===== src/rtl/hazard_scoreboard.sv =====
// Hazard/forwarding controller: tracks in-flight writers in a shift-register scoreboard and
// produces load-use stalls, registered EX forwarding selects and redirect flush masks.
// Optional macro HAZARD_PERF_EN adds the stall_cnt/flush_cnt event counters.
`timescale 1ns/1ps
module hazard_scoreboard #(
  parameter int REG_AW       = 5,
  parameter int FWD_STAGES   = 2,
  parameter int LOAD_LAT     = 1,
  parameter int REDIRECT_POS = 2,
  parameter int SEL_W        = $clog2(FWD_STAGES + 1)
) (
  input  logic                    clk,
  input  logic                    rst,
  input  logic                    id_valid,
  input  logic [REG_AW-1:0]       id_rs1,
  input  logic [REG_AW-1:0]       id_rs2,
  input  logic                    id_use_rs1,
  input  logic                    id_use_rs2,
  input  logic [REG_AW-1:0]       id_rd,
  input  logic                    id_regwrite,
  input  logic                    id_is_load,
  input  logic                    redirect,
  output logic                    stall,
  output logic                    issue,
  output logic [REDIRECT_POS:0]   flush_mask,
  output logic [SEL_W-1:0]        fwd_a,
  output logic [SEL_W-1:0]        fwd_b
`ifdef HAZARD_PERF_EN
  ,
  output logic [31:0]             stall_cnt,
  output logic [31:0]             flush_cnt
`endif
);

  localparam int NPOS = FWD_STAGES + 1;

  logic [NPOS:1]             vld_q, vld_d;
  logic [NPOS:1]             ld_q, ld_d;
  logic [NPOS:1][REG_AW-1:0] rd_q, rd_d;
  logic [SEL_W-1:0]          fwd_a_q, fwd_a_d;
  logic [SEL_W-1:0]          fwd_b_q, fwd_b_d;

  int               pos_a_s, pos_b_s;
  logic             ld_a_s, ld_b_s;
  logic             lu_s;
  logic [SEL_W-1:0] sel_a_s, sel_b_s;

  // Youngest (smallest position) valid, non-x0 writer of rs; pos = 0 when nothing matches.
  function automatic void youngest_match(
    input  logic [NPOS:1]             vld,
    input  logic [NPOS:1]             ld,
    input  logic [NPOS:1][REG_AW-1:0] rd,
    input  logic [REG_AW-1:0]         rs,
    input  logic                      use_rs,
    output int                        pos,
    output logic                      is_ld
  );
    pos   = 0;
    is_ld = 1'b0;
    for (int p = NPOS; p >= 1; p--) begin
      if (use_rs && vld[p] && (rd[p] != '0) && (rd[p] == rs)) begin
        pos   = p;
        is_ld = ld[p];
      end else begin
        pos   = pos;
        is_ld = is_ld;
      end
    end
  endfunction

  // Operand lookup, load-use stall, issue and flush decisions.
  always_comb begin
    youngest_match(vld_q, ld_q, rd_q, id_rs1, id_use_rs1, pos_a_s, ld_a_s);
    youngest_match(vld_q, ld_q, rd_q, id_rs2, id_use_rs2, pos_b_s, ld_b_s);
    lu_s = ((pos_a_s != 0) && (pos_a_s <= LOAD_LAT) && ld_a_s) ||
           ((pos_b_s != 0) && (pos_b_s <= LOAD_LAT) && ld_b_s);
    if (rst && id_valid && !redirect) begin
      stall = lu_s;
    end else begin
      stall = 1'b0;
    end
    issue = rst & id_valid & ~stall & ~redirect;
    if (rst && redirect) begin
      flush_mask = '1;
    end else begin
      flush_mask = '0;
    end
    // Entries older than the forwarding reach come from the register file.
    if ((pos_a_s >= 1) && (pos_a_s <= FWD_STAGES)) begin
      sel_a_s = SEL_W'(pos_a_s);
    end else begin
      sel_a_s = '0;
    end
    if ((pos_b_s >= 1) && (pos_b_s <= FWD_STAGES)) begin
      sel_b_s = SEL_W'(pos_b_s);
    end else begin
      sel_b_s = '0;
    end
  end

  // Next-state for the forwarding selects and the scoreboard shift.
  always_comb begin
    if (issue) begin
      fwd_a_d = sel_a_s;
      fwd_b_d = sel_b_s;
    end else if (stall) begin
      fwd_a_d = fwd_a_q;
      fwd_b_d = fwd_b_q;
    end else begin
      fwd_a_d = '0;
      fwd_b_d = '0;
    end
    vld_d = vld_q;
    ld_d  = ld_q;
    rd_d  = rd_q;
    for (int p = NPOS; p >= 2; p--) begin
      vld_d[p] = vld_q[p-1] & !(redirect && ((p - 1) < REDIRECT_POS));
      ld_d[p]  = ld_q[p-1];
      rd_d[p]  = rd_q[p-1];
    end
    vld_d[1] = issue & id_regwrite;
    ld_d[1]  = id_is_load;
    rd_d[1]  = id_rd;
  end

  // Scoreboard and forwarding-select registers.
  always_ff @(posedge clk or negedge rst) begin
    if (!rst) begin
      vld_q   <= '0;
      ld_q    <= '0;
      rd_q    <= '0;
      fwd_a_q <= '0;
      fwd_b_q <= '0;
    end else begin
      vld_q   <= vld_d;
      ld_q    <= ld_d;
      rd_q    <= rd_d;
      fwd_a_q <= fwd_a_d;
      fwd_b_q <= fwd_b_d;
    end
  end

  assign fwd_a = fwd_a_q;
  assign fwd_b = fwd_b_q;

`ifdef HAZARD_PERF_EN
  logic [31:0] stall_cnt_q, stall_cnt_d;
  logic [31:0] flush_cnt_q, flush_cnt_d;

  // Event counters; both wrap naturally at 2^32.
  always_comb begin
    if (stall) begin
      stall_cnt_d = stall_cnt_q + 32'd1;
    end else begin
      stall_cnt_d = stall_cnt_q;
    end
    if (redirect) begin
      flush_cnt_d = flush_cnt_q + 32'd1;
    end else begin
      flush_cnt_d = flush_cnt_q;
    end
  end

  // Counter registers.
  always_ff @(posedge clk or negedge rst) begin
    if (!rst) begin
      stall_cnt_q <= 32'd0;
      flush_cnt_q <= 32'd0;
    end else begin
      stall_cnt_q <= stall_cnt_d;
      flush_cnt_q <= flush_cnt_d;
    end
  end

  assign stall_cnt = stall_cnt_q;
  assign flush_cnt = flush_cnt_q;
`endif

endmodule


===== config.mk =====
export PLATFORM = sky130hd
export DESIGN_NAME = hazard_scoreboard
export DESIGN_NICKNAME = d
export VERILOG_FILES = /design/src/rtl/hazard_scoreboard.sv
export SDC_FILE = /design/constraint.sdc
export NUM_CORES = 1
export LEC_CHECK = 0
export CORE_UTILIZATION = 25
export CTS_CLUSTER_DIAMETER = 50
export DETAILED_ROUTE_END_ITERATION = 8
export MAX_ROUTING_LAYER = met4
export SLEW_MARGIN = 0
export SYNTH_ARGS = -nofsm -noshare
export SYNTH_HDL_FRONTEND = slang
export SYNTH_SLANG_ARGS = --single-unit

===== constraint.sdc =====
create_clock -name clk -period 1.9 [get_ports clk]
set_clock_uncertainty 0.15 [all_clocks]
set_input_delay 0.19 -clock clk [delete_from_list [all_inputs] [get_ports clk]]
set_output_delay 0.19 -clock clk [all_outputs]
set_load 0.01 [all_outputs]

==> reports/qor.yml, run 1 <==
cp_slowest_stage_delay_ns: 0.49
cp.required_ns: 1.56
clkLatencyLatePin_ns: 0.28
synth_area_leader_cell: "dfrtp_1"
final_cell_mix: "27 x clkdlybuf4s50_1, 21 x buf_4, 16 x dfrtp_1, 14 x xor2_1, 4 x xnor2_1"
synth_edf_count: 0
cts_hold_buf: 0
dieArea_sq_um: 3690
cpMaxStageDelayCell: "or4_4"
setup_tns_ns: -0.612
critPathTopFamily: "simple AND/OR/NAND/NOR gates"
finalHoldViolations: 0
powerDensity_nw_per_um2: 518
areaGrowthSynthToFinish_pct: 70.4
ys_seq_area_frac: 0.493
drtAntennaViolNets: 0
clock.fmax_mhz: 466
async_reset_ff_frac: 1.00
start_util: 0.273
avgSynthCellArea_sq_um: 11.5
synthCells: 75
vias: 767
crit_fanout: 4
wl_met2_um: 1120
cts-root-buf: "clkbuf_4"
die_x_um: 60.7
grt_overflow: 0
wl_met3_um: 78
syn_area_sq_um: 862
wl_per_cell_um: 12.2
antenna_found_initial: 0
hold_class: "in2reg"
antenna_cells: 0
die_y_um: 60.7
synth_area_leaders: "dfrtp_1 49%, xor2_1 16%, xnor2_1 4.1%, nand3_2 3.5%, nor4_2 2.9%"
io_buffers: 31
yosysUniqueCellTypes: 26
grt_pass1_wl_um: 3340
cp_data_arrival_time_ns: 1.81
critPathCaptureType: "output pin"
min_period_ns: 2.15
drc: 0
fin_ws_ns: -0.247
synth-main-ff-cell: "dfrtp_1"
dpl.hpwl_um: 1710
start_kind: "flip-flop"
core_sq_um: 3150
yosys.area.top_type_share: 0.493
top_layer: "met4"
grt_max_degree: 18
cap_violations: 0
num_rows: 20
numCtsBuffers: 3
power.total_uw: 760
ir_drop_mv: 0.324
htreeDepth: 1
final_nets: 156
tightest_slew_ns: 0.316
status: "finished, violations left"
vias_per_cell: 4.36
slew_headroom: 0.787
cp_cell_sequence: "or4_4, o21a_1, buf_4, nand3_2, a21oi_2, buf_2"
cts_buffer_depth: 2
ys_ff_latch: 17
path_buf_inv: 2
p_leak_uw: 0.000630
failed_checks: "negative setup slack"
cts_tree: "yes"
worst-setup-path-type: "reg2out"
final_common_cell: "clkdlybuf4s50_1"
yosys_warnings: 0
period_share: 1.13
drt_pre_antenna_iters: 2
totalWireLength_um: 2150
place_congestion: 0.797
grtUsageTotal: 0.130
clk_pin_slew_ns: 0.10
met1_length_um: 936
num_io_pins: 32
synth_nets: 98
grt_pass1_vias: 763
drive_gt1_frac: 0.333
rsz0062_at_grt: "yes"
setup_viol: 4
drtIter0Drc: 20
slew_viol_final: 0
cts.sinks: 17
path summary, 6_finish.rpt:
check,depth (start not counted),startpoint,end,slack [ns]
worst max-delay path,6,rd_d[8],stall,-0.25
worst min-delay path,1,id_rd[3],rd_d[8],0.18
worst max register to register,7,rd_d[8],fwd_a[1],-0.06
worst min register to register,0,rd_d[8],rd_d[13],0.32
max in group asynchronous,3,rst,rd_d[8],1.16
min in group asynchronous,3,rst,fwd_b[1],0.24
routing by layer:
metal,up-vias,global-route usage
met3,2,0.0256
met2,17,0.210
met4,0,0.0390
met5,-,-
met1,370,0.165
li1,378,-
cell type report:
type / instances / area (sq um)
Clock buffer: 3 / 22.5
Clock inverter: 1 / 7.51
Fill cell: 326 / 1680
Inverter: 1 / 3.75
Multi-Input combinational cell: 55 / 453
Sequential cell: 17 / 427
Tap cell: 44 / 55.1
Timing Repair Buffer: 55 / 500
cell families (layout without fill, tap and decap cells):
kind of cell | after synthesis | after routing | share of synthesized area
compound gates | 10 | 10 | 0.0900
xor+xnor | 20 | 20 | 0.203
buf+inv | 3 | 60 | 0.0218
flops | 17 | 17 | 0.493
simple gates | 25 | 25 | 0.192
where the power goes:
group	internal, uW	leakage [uW]	total (uW)	switching [uW]
sequential	375	0.000211	391	16.0
combinational	106	0.000405	173	66.6
clock	79.8	0.0000139	197	117
total	560	0.000630	760	200
state kept, by name (all words and copies together), names as in the netlist:
name and count:
fwd_a 2, vld_q 2, rd_d 10, ld_q 1
fwd_b 2
metrics by stage:
step	instances	area, sq um	worst slack (ns)	util	hold slack, ns
4_1_cts	175	1430	-0.306	0.454	0.176
3_3_place_gp	167	1360	-0.488	0.430	0.322
5_1_grt	176	1470	-0.357	0.466	0.153
3_5_place_dp	167	1360	-0.501	0.430	0.326
6_report	176	1470	-0.247	0.466	0.181
2_1_floorplan	75	862	0.145	-	-0.256
worst register-to-register path: cells and delay by family, from the launching register on:
family          cells  cell delay [ns]
simple gates        2             0.56
compound gates      3             0.44
buf+inv             2             0.27
flops               1             0.46
synth_stat cells, types with 2 or more instances:
master,count
a22o_1,2
buf_4,2
dfrtp_1,17
nand2_1,2
nand3_1,2
nand3_2,3
nand4_1,2
nor2_1,3
nor2b_1,3
nor3_1,2
nor4_1,2
nor4_2,2
or4_1,2
xnor2_1,4
xor2_1,16
what timing repair did:
item,CTS,global route
pin swaps,9,8
endpoints found under the setup margin,7,10
gates resized for setup,14,7
buffers inserted,4,1
No activity file was read; power rests on OpenSTA's default activity.
==> inputs of run 2 (changes only) <==
--- a/config.mk
+++ b/config.mk
@@ -8,6 +8,7 @@
 export CORE_UTILIZATION = 25
 export CTS_CLUSTER_DIAMETER = 50
 export DETAILED_ROUTE_END_ITERATION = 8
+export HOLD_SLACK_MARGIN = 0.1
 export MAX_ROUTING_LAYER = met4
 export SLEW_MARGIN = 0
 export SYNTH_ARGS = -nofsm -noshare
==> constraint.sdc (replaced) <==
create_clock -name clk -period 2.25 [get_ports clk]
set_clock_uncertainty 0.15 [all_clocks]
set_input_delay 0.225 -clock clk [delete_from_list [all_inputs] [get_ports clk]]
set_output_delay 0.225 -clock clk [all_outputs]
set_load 0.01 [all_outputs]
==> reports/qor.yml, run 2 (synthesized netlist as in run 1, its figures left out) <==
fin_ws_ns: 0.0824
areaGrowthSynthToFinish_pct: 56.7
cp.required_ns: 1.88
clk_pin_slew_ns: 0.09
swShare: 0.247
power_frac_clock: 0.257
timing.hold.ws_ns: 0.172
totalWireLength_um: 2070
critPathCaptureType: "output pin"
cts_tree: "yes"
grt_overflow: 0
slew_viol_final: 0
largest_register_ffs: 10
drtAntennaViolNets: 0
io_buffers: 31
hold_class: "in2async"
vias_per_cell: 4.43
grt_pass1_wl_um: 3300
cpMaxStageDelayCell: "or4_4"
drive_gt1_frac: 0.268
cts-root-buf: "clkbuf_4"
final_common_cell: "clkdlybuf4s50_1"
p_leak_uw: 0.000545
final_cell_mix: "29 x clkdlybuf4s50_1, 16 x xor2_1, 15 x buf_4, 14 x dfrtp_1, 4 x xnor2_1"
power.switching_uw: 151
drt_pre_antenna_iters: 4
rsz0062_at_grt: "no"
core_sq_um: 3150
final_cell_area_sq_um: 1350
status: "finished clean"
ir_drop_mv: 0.227
final_nets: 147
antenna_cells: 0
slew_headroom: 0.784
numCtsBuffers: 3
setup_viol: 0
htreeDepth: 1
die_x_um: 60.7
instances_no_fill: 167
cts_buffer_depth: 2
powerDensity_nw_per_um2: 453
p_int_uw: 461
min_period_ns: 2.17
start_util: 0.273
finalHoldViolations: 0
setup_tns_ns: 0
vias: 740
antenna_found_initial: 0
comb_power_share: 0.202
grtUsageTotal: 0.129
grt_max_degree: 19
cp_slowest_stage_delay_ns: 0.52
tightest_slew_ns: 0.321
num_io_pins: 32
cap_violations: 0
clock.fmax_mhz: 461
cts.sinks: 17
p_seq_frac: 0.541
drtIter0Drc: 21
start_kind: "flip-flop"
clkLatencyLatePin_ns: 0.28
place_area_sq_um: 1310
grt_pass1_vias: 748
place_ws_ns: -0.222
die_y_um: 60.7
cp_cell_sequence: "or4_4, o21a_1, a31oi_1, buf_2"
place_congestion: 0.785
cp_data_arrival_time_ns: 1.79
drc: 0
dp_cells: 161
period_share: 0.963
dieArea_sq_um: 3690
crit_fanout: 4
worst-setup-path-type: "reg2out"
wl_per_cell_um: 12.4
dpl.hpwl_um: 1660
num_rows: 20
## run 2: cell type report
type | instances | area (sq um)
multi-input combinational | 55 | 424
timing repair buffer | 46 | 413
sequential | 17 | 429
tap | 44 | 55.1
fill | 338 | 1800
clock buffer | 4 | 26.3
inverter | 1 | 3.75
## run 2: critical path, delay by kind of cell (launching register included)
kind / cells / cell delay [ns]
AOI/OAI and AO/OA: 2 / 0.38
DFF: 1 / 0.45
and+or+nand+nor: 1 / 0.52
buffers and inverters: 1 / 0.15
## run 2: worst paths after layout
check                      endpoint  slack [ns]     start  cells after the start
setup / recovery              issue        0.08   rd_d[7]                      4
hold / removal             fwd_a[0]        0.17       rst                      2
setup reg to reg           fwd_b[1]        0.22   rd_d[9]                      7
hold reg to reg            rd_d[14]        0.31   rd_d[9]                      0
max in group asynchronous   rd_d[7]        1.57       rst                      2
min in group clk            rd_d[5]        0.21  id_rd[0]                      1
## run 2: per-layer routing
layer  track usage  part of all wire  up-vias
li1              -                 -      356
met1         0.152              0.44      360
met2         0.214              0.50       20
met3        0.0213             0.045        4
met4        0.0584             0.013        0
met5             -                 0        -
## run 2: timing repair
item	4_1_cts	5_1_grt
buffers inserted	2	1
hold buffers	0	0
setup endpoints to repair	2	2
resized for setup	11	2
pin swaps	6	5
## run 2: power by group through the flow
| stage | clock, uW | sequential, uW | combinational (uW) |
|---|---|---|---|
| after floorplan | 0 | 333 | 45.1 |
| after global placement | 0 | 336 | 121 |
| after detailed placement | 0 | 336 | 123 |
| after CTS | 166 | 330 | 125 |
| after global routing | 180 | 333 | 134 |
| final | 157 | 331 | 124 |
## run 2: per-stage QoR
| stage | power, uW | utilization |
|---|---|---|
| 6_report | 612 | 0.429 |
| 5_1_grt | 647 | 0.429 |
| 4_1_cts | 622 | 0.425 |
| 3_5_place_dp | 459 | 0.415 |
| 3_3_place_gp | 457 | 0.415 |
| 2_1_floorplan | 378 | - |
==> inputs of run 3 (changes only) <==
--- a/config.mk
+++ b/config.mk
@@ -5,6 +5,7 @@
 export SDC_FILE = /design/constraint.sdc
 export NUM_CORES = 1
 export LEC_CHECK = 0
+export CORE_MARGIN = 1.5
 export CORE_UTILIZATION = 25
 export CTS_CLUSTER_DIAMETER = 50
 export DETAILED_ROUTE_END_ITERATION = 8
==> reports/qor.yml, run 3 (synthesized netlist as in run 1, its figures left out) <==
status: "finished clean"
drive_gt1_frac: 0.280
cts.sinks: 17
place_congestion: 0.797
grt_pass1_vias: 731
num_io_pins: 32
grt_max_degree: 19
clk_pin_slew_ns: 0.10
cts_hold_buf: 0
dpl.hpwl_um: 1650
worst-setup-path-type: "reg2out"
final_cell_area_sq_um: 1370
htreeDepth: 1
place_ws_ns: -0.237
fillers: 351
ir_drop_mv: 0.248
crit_fanout: 4
start_kind: "flip-flop"
io_buffers: 31
slew_viol_final: 0
die_x_um: 61.7
regArea_sq_um: 429
die_y_um: 61.7
rsz0062_at_grt: "yes"
final_cell_mix: "29 x clkdlybuf4s50_1, 16 x xor2_1, 16 x buf_4, 14 x dfrtp_1, 4 x xnor2_1"
hold_class: "in2async"
cap_violations: 0
totalWireLength_um: 2110
cp_data_arrival_time_ns: 1.85
place_area_sq_um: 1310
final_common_cell: "clkdlybuf4s50_1"
powerDensity_nw_per_um2: 458
num_rows: 21
cts-root-buf: "clkbuf_4"
dieArea_sq_um: 3810
drc: 0
slew_headroom: 0.771
drt_pre_antenna_iters: 3
setup_tns_ns: 0
reg2reg_setup_slack_ns: 0.24
critPathCaptureType: "output pin"
drtIter0Drc: 2
power.total_uw: 629
cts_tree: "yes"
grt_pass1_wl_um: 3310
antenna_found_initial: 0
r2r_cells: 7
r2r-end: "fwd_a[1]"
grt_overflow: 0
vias: 723
clock.fmax_mhz: 449
setup_viol: 0
numCtsBuffers: 3
areaGrowthSynthToFinish_pct: 59.4
timing.hold.ws_ns: 0.129
largest_register_ffs: 10
min_period_ns: 2.23
period_share: 0.989
core_sq_um: 3310
wl_per_cell_um: 12.3
cts_buffer_depth: 2
cp.required_ns: 1.88
fin_ws_ns: 0.0238
r2r-start: "rd_d[7]"
final_nets: 149
finalHoldViolations: 0
vias_per_cell: 4.23
drtAntennaViolNets: 0
antenna_cells: 0
clkLatencyLatePin_ns: 0.29
p_leak_uw: 0.000559
start_util: 0.260
tightest_slew_ns: 0.340
multi_input_comb_area_sq_um: 422
grtUsageTotal: 0.125
[run 3: cell types whose count changed in the layout (fill, tap and decap cells not counted), sizes merged]
cell      previous run  this run
buf                 17        19
clkinvlp             0         1
clkbuf               4         3
[run 3: power by group]
group          switching, uW  internal [uW]
registers               13.9            317
logic                   49.8           78.6
clock network            102           67.7
[run 3: how the worst max path moves through the flow]
stage	from	endpoint	slack, ns
floorplan	rd_d[6]	issue	0.48
finish	rd_d[7]	stall	0.02
global route	rd_d[7]	stall	-0.04
detailed placement	id_rs1[4]	stall	-0.24
CTS	rd_d[7]	stall	-0.009
global placement	id_rs1[4]	stall	-0.23
[run 3: critical path: stages, from the launching register on]
cell	delay [ns]
dfrtp_2	0.46
or4_4	0.53
o21a_1	0.21
buf_6	0.12
nand3_2	0.06
a21oi_2	0.04
buf_2	0.14
[run 3: per-layer routing]
metal  wire length, um  track usage
met5                 0            -
met4                30       0.0547
met3                86       0.0248
met2              1040        0.192
met1               953        0.159
[run 3: stage by stage]
step                 util  instances
floorplan               -         75
global placement    0.394        162
detailed placement  0.394        162
CTS                 0.410        169
global route        0.415        171
finish              0.415        171
[run 3: what timing repair did]
action                                  CTS  global route
gates resized for setup                  12             1
endpoints found under the hold margin     0             0
buffers inserted                          3             2
pin swaps                                 4             4
gates cloned                              0             0
endpoints found under the setup margin    2             2
[run 3: cell type report]
type / count / share of cell area
timing repair buffer: 48 / 0.314
sequential: 17 / 0.312
multi-input combinational: 55 / 0.307
tap: 46 / 0.0419
clock buffer: 3 / 0.0164
clock inverter: 1 / 0.00546
inverter: 1 / 0.00273
